$ cat src/rtl/led_frame_writer.sv
// Double-buffered 16-column frame writer: renders two digits plus a unit glyph
// into the back buffer and swaps it to the scanner only on a frame boundary.
module led_frame_writer #(
  parameter bit         BLANK_LZ  = 1'b1,
  parameter logic [3:0] UNIT_CODE = 4'd12
) (
  input  logic       clk,
  input  logic       rst,
  input  logic       start,
  input  logic [3:0] tens,
  input  logic [3:0] ones,
  input  logic       frame_sync,
  input  logic [3:0] rd_addr,
  output logic [7:0] rd_data,
  output logic       busy,
  output logic       done
);

  typedef enum logic [1:0] {
    IDLE      = 2'd0,
    RENDER    = 2'd1,
    WAIT_SWAP = 2'd2
  } state_e;

  state_e     state_q;
  logic [7:0] mem_q [2][16];
  logic       front_sel_q;
  logic [3:0] col_q;
  logic [3:0] tens_q, ones_q;
  logic       pend_q;
  logic [3:0] pend_tens_q, pend_ones_q;
  logic [7:0] rd_data_q;
  logic       busy_q, done_q;
  logic [7:0] wr_data_d;

  // Active-high column bitmap for one glyph column; codes 13-15 fall back to dash.
  function automatic logic [7:0] glyph_col(input logic [3:0] code, input logic [1:0] idx);
    logic [31:0] g;
    case (code)
      4'd0:    g = 32'h3E41_413E;
      4'd1:    g = 32'h1131_7F01;
      4'd2:    g = 32'h2345_4931;
      4'd3:    g = 32'h2249_4936;
      4'd4:    g = 32'h0C14_247F;
      4'd5:    g = 32'h7A49_4946;
      4'd6:    g = 32'h3E49_4926;
      4'd7:    g = 32'h4045_4970;
      4'd8:    g = 32'h3649_4936;
      4'd9:    g = 32'h3249_493E;
      4'd10:   g = 32'h0000_0000;
      4'd12:   g = 32'hC0DE_2121;
      default: g = 32'h0808_0808;
    endcase
    case (idx)
      2'd0:    return g[31:24];
      2'd1:    return g[23:16];
      2'd2:    return g[15:8];
      default: return g[7:0];
    endcase
  endfunction

  // NOTE: every variable driven here gets a default first so no latch is inferred.
  always_comb begin
    wr_data_d = 8'hFF;
    if (col_q <= 4'd3) begin
      wr_data_d = ~glyph_col((BLANK_LZ && tens_q == 4'd0) ? 4'd10 : tens_q, col_q[1:0]);
    end else if (col_q >= 4'd5 && col_q <= 4'd8) begin
      wr_data_d = ~glyph_col(ones_q, 2'(col_q - 4'd5));
    end else if (col_q >= 4'd10 && col_q <= 4'd13) begin
      wr_data_d = ~glyph_col(UNIT_CODE, 2'(col_q - 4'd10));
    end
  end

  // NOTE: the buffers are reset too, so a reset mid-render leaves a blank display
  // rather than stale or half-written pixels.
  always_ff @(posedge clk or posedge rst) begin
    if (rst) begin
      for (int b = 0; b < 2; b++) begin
        for (int c = 0; c < 16; c++) begin
          mem_q[b][c] <= 8'hFF;
        end
      end
      state_q     <= IDLE;
      front_sel_q <= 1'b0;
      col_q       <= 4'd0;
      tens_q      <= 4'd0;
      ones_q      <= 4'd0;
      pend_q      <= 1'b0;
      pend_tens_q <= 4'd0;
      pend_ones_q <= 4'd0;
      rd_data_q   <= 8'hFF;
      busy_q      <= 1'b0;
      done_q      <= 1'b0;
    end else begin
      // NOTE: non-blocking assignments make the read below see the pre-swap front_sel_q.
      rd_data_q <= mem_q[front_sel_q][rd_addr];
      done_q    <= 1'b0;

      if (start && state_q != IDLE) begin
        pend_q      <= 1'b1;
        pend_tens_q <= tens;
        pend_ones_q <= ones;
      end

      case (state_q)
        IDLE: begin
          if (start) begin
            tens_q  <= tens;
            ones_q  <= ones;
            col_q   <= 4'd0;
            busy_q  <= 1'b1;
            state_q <= RENDER;
          end
        end
        RENDER: begin
          mem_q[!front_sel_q][col_q] <= wr_data_d;
          col_q <= col_q + 4'd1;
          if (col_q == 4'd15) begin
            state_q <= WAIT_SWAP;
          end
        end
        WAIT_SWAP: begin
          if (frame_sync) begin
            front_sel_q <= !front_sel_q;
            done_q      <= 1'b1;
            if (start || pend_q) begin
              // A start on the swap edge is the freshest request and wins.
              tens_q  <= start ? tens : pend_tens_q;
              ones_q  <= start ? ones : pend_ones_q;
              pend_q  <= 1'b0;
              col_q   <= 4'd0;
              state_q <= RENDER;
            end else begin
              busy_q  <= 1'b0;
              state_q <= IDLE;
            end
          end
        end
        default: state_q <= IDLE;
      endcase
    end
  end

  assign rd_data = rd_data_q;
  assign busy    = busy_q;
  assign done    = done_q;

endmodule

$ cat config.mk
export PLATFORM = sky130hd
export DESIGN_NAME = led_frame_writer
export DESIGN_NICKNAME = d
export VERILOG_FILES = /design/src/rtl/led_frame_writer.sv
export SDC_FILE = /design/constraint.sdc
export NUM_CORES = 1
export LEC_CHECK = 0
export CAP_MARGIN = 25
export CORE_ASPECT_RATIO = 0.7
export CORE_UTILIZATION = 45
export DETAILED_ROUTE_END_ITERATION = 8
export PLACE_DENSITY_LB_ADDON = 0.05
export SYNTH_ARGS = -nofsm -noshare
export SYNTH_HDL_FRONTEND = slang
export SYNTH_SLANG_ARGS = --single-unit
$ cat constraint.sdc
create_clock -name clk -period 9.4 [get_ports clk]
set_input_delay 0.94 -clock clk [delete_from_list [all_inputs] [get_ports clk]]
set_output_delay 0.94 -clock clk [all_outputs]
set_load 0.01 [all_outputs]
==> reports/qor.yml <==
netlist.top_cell.by_area: "sky130_fd_sc_hd__dfstp_2"
filler_instances: 2974
fin_area_um2: 16400
rsz0062_at_grt: "false"
holdPathStages: 2
avgRoutedWirePerCell_um: 22.1
grt_max_degree: 126
avgViaCountPerCell: 5.73
cts-root-to-sink-buffers: 3
grt_antenna_before_repair: 0
min_period_ns: 3.81
dpl.cell_count: 1679
synthDistinctLibCells: 76
num_vias: 9954
synthMostInstantiatedCell: "sky130_fd_sc_hd__dfstp_2"
crit_arrival_ns: 4.31
rr_startpoint: "tens_q[2]"
power-per-cell-area_nw_per_um2: 366
grt_busiest_layer: "met1"
worst_reg_to_reg_cells: 9
postcts_resize_cnt: 0
syn_nets: 1340
synth_edf_count: 0
ios: 26
detail_route.drc_violations: 2
clock_latency_ns: 0.58
whs_endpoint: "mem_q[47]"
final_antenna_net_count: 0
dpl_cell_area_um2: 15400
max_clock_freq_mhz: 263
worstHoldPathType: "flip-flop to flip-flop"
cpPeakStageDelay_ns: 1.00
groute.usage.overall_pct: 23.5
ctsHtreeMaxLevel: 1
die_height_um: 154
hold_viol: 0
synth_top_cells_by_area: "sky130_fd_sc_hd__dfstp_2 (47%), sky130_fd_sc_hd__mux4_2 (9.7%), sky130_fd_sc_hd__mux2_2 (5.4%)"
cell_types_with_the_highest_counts_after_synthesis: "sky130_fd_sc_hd__dfstp_2 (264), sky130_fd_sc_hd__nand2_1 (155), sky130_fd_sc_hd__nor2_1 (91), sky130_fd_sc_hd__o21ai_0 (80), sky130_fd_sc_hd__mux2_2 (72)"
gr-total-overflow: 0
detailedRoute.firstIterationViolations: 803
avg_synthesized_cell_area_um2: 11.4
num-nets-final: 1320
clock-sinks: 290
required_ns: 9.91
min_from: "mem_q[47]"
finalNonFillerCells: 1738
post_synth_instance_area_um2: 14900
path_cells: "nor3_1 > nor2_1 > ha_1 > o21bai_1 > a221o_1 > a221oi_2 > a31oi_1 > buf_4 > mux2_2"
clock-skew-final_ns: 0.0180
yosys_warnings: 0
sequential_cell_area_um2: 7590
setup-tns-final_ns: 0
tritoncts_clock_tree: "done"
insertedDiodeCount: 0
crit_slowest_cell: "sky130_fd_sc_hd__dfrtp_1"
dp.final_hpwl_um: 25500
report.final.setup_viol: 0
combined_area_of_the_multi_input_logic_cells_um2: 6760
failed_checks: "DRC"
timing.rr.end: "mem_q[18]"
cell_row_count: 55
p_leak_uw: 0.00642
met2_use_gr_pct: 32.6
layout-area-overhead-vs-synth_pct: 10.3
clkTransAtPathRegs_ns: 0.06
outcome: "finished, violations left"
cts_hold_repair.buffers: 0
die_area_um2: 33900
post_synth_inst_count: 1306
dominantRegCellSynth: "sky130_fd_sc_hd__dfstp_2"
tightest_slew_ns: 1.08
die_width_um: 220
postSynth.asyncResetShare_pct: 100
number_of_buffers_created_by_cts: 31
critical_path_class: "flip-flop to flip-flop"
drt_first_pass_iters: 7
routabilityCongestion: 0.805
finalWorstSetupSlack_ns: 5.59
port_buffers: 25
top_cell_type_s_share_of_synthesized_area_pct: 46.5
ffs_latches_synth: 290
vdd.ir_drop.worst_mv: 0.197
critical_path.max_fanout: 35
dpl_worst_slack_ns: 5.61
use_met3_pct: 3.68
finalCritPeriodShare_pct: 40.5
totalWireLength_um: 38400
synth_sequential_area_ratio_pct: 50.9
drive_gt1_share_pct: 39.5
global_route_wire_length_before_repair_um: 60900
floorplan.initialDensity_pct: 45.9
timing.max_slew.rel_slack_pct: 27.7
drv.max_cap_violation_count: 0
design.core.area_um2: 32500
clk_root_buffer_cell: "sky130_fd_sc_hd__clkbuf_16"
endpoint_kind: "flip-flop"
first_global_vias: 9765
worst_setup_path_start_kind: "flip-flop"
timing_max_transition_violations_final: 0
globalRouteMet1Util_pct: 38.4
worst-r2r-setup-slack_ns: 5.59
postCtsSetupRepairBufs: 0
[report_power, final]
group | internal [µW] | total (µW) | switching (µW)
sequential | 2040 | 2430 | 396
combinational | 932 | 2350 | 1420
clock | 708 | 1240 | 530
[routing by layer]
metal / vias up / share of wire, %
met5: - / 0
met4: 0 / 1.8
met3: 45 / 5.0
met2: 234 / 41
met1: 4991 / 52
li1: 4684 / -
[stage by stage]
stage,utilization [%],total power [µW],hold WS (ns)
floorplan,-,4060,0.439
global placement,47.3,4770,0.449
detailed placement,47.4,4800,0.453
CTS,50.6,6060,0.463
global route,50.6,6420,0.472
finish,50.6,6020,0.461
[how the worst max path moves through the flow]
stage / from / endpoint / slack [ns] / cells past startpoint
6_report: tens_q[2] / mem_q[18] / 5.59 / 9
5_1_grt: front_sel_q / mem_q[235] / 5.24 / 6
4_1_cts: front_sel_q / mem_q[253] / 5.58 / 4
3_5_place_dp: front_sel_q / mem_q[248] / 5.61 / 4
3_3_place_gp: col_q[2] / mem_q[25] / 5.39 / 5
2_1_floorplan: rst / busy / 0.89 / 1
[flip-flops by register name, summed over array words and instances (netlist names)]
name / count
rd_data: 8
pend_tens_q: 4
mem_q: 256
pend_ones_q: 4
col_q: 4
state_q: 2
front_sel_q: 1
tens_q: 4
ones_q: 4
done: 1
pend_q: 1
busy: 1
[critical path, delay by kind of cell, from the launching register on]
family                     cells  cell delay [ns]
DFF                            1             1.00
muxes                          1             0.27
adders and majority gates      1             0.35
and+or+nand+nor                2             0.32
AOI/OAI and AO/OA              4             1.52
buffers and inverters          1             0.25
[cell usage in the layout (no fill, tap or decap), types with 8 or more instances in the layout]
master and n:
sky130_fd_sc_hd__mux4_2 64, sky130_fd_sc_hd__clkinv_2 8, sky130_fd_sc_hd__a22o_1 9, sky130_fd_sc_hd__inv_1 29, sky130_fd_sc_hd__nand4_1 9, sky130_fd_sc_hd__mux2_2 72
sky130_fd_sc_hd__a21oi_2 18, sky130_fd_sc_hd__clkbuf_16 32, sky130_fd_sc_hd__o21ai_0 80, sky130_fd_sc_hd__nand2_1 155, sky130_fd_sc_hd__and3_1 11, sky130_fd_sc_hd__ha_1 18
sky130_fd_sc_hd__nand2b_1 23, sky130_fd_sc_hd__a21oi_1 38, sky130_fd_sc_hd__o21ai_1 66, sky130_fd_sc_hd__a221oi_1 11, sky130_fd_sc_hd__a31oi_1 16, sky130_fd_sc_hd__nor2b_1 15
sky130_fd_sc_hd__dfstp_2 264, sky130_fd_sc_hd__nor2_1 91, sky130_fd_sc_hd__dfrtp_1 25, sky130_fd_sc_hd__buf_4 19, sky130_fd_sc_hd__and2_1 9, sky130_fd_sc_hd__nand3_1 31
sky130_fd_sc_hd__mux2i_1 56, sky130_fd_sc_hd__clkdlybuf4s50_1 23
[area by class of cell]
| type | instances | area share, % |
|---|---|---|
| well taps | 427 | 3.25 |
| clock inverters | 16 | 0.784 |
| multi-input cells | 888 | 41.1 |
| inverters | 30 | 0.731 |
| flip-flops and latches | 290 | 46.2 |
| repair buffers | 45 | 2.41 |
| clock buffers | 42 | 5.53 |
[logic make-up (layout without fill, tap and decap cells)]
kind of cell	Yosys count	after routing	share of synthesized area, %
compound gates	301	301	12.9
buf+inv	128	133	3.89
simple gates	371	371	11.4
xor+xnor	3	3	0.176
mux	195	195	19.2
fa+ha+maj	18	18	1.51
flops	290	290	50.9
Power figures use the tool's default switching activity.
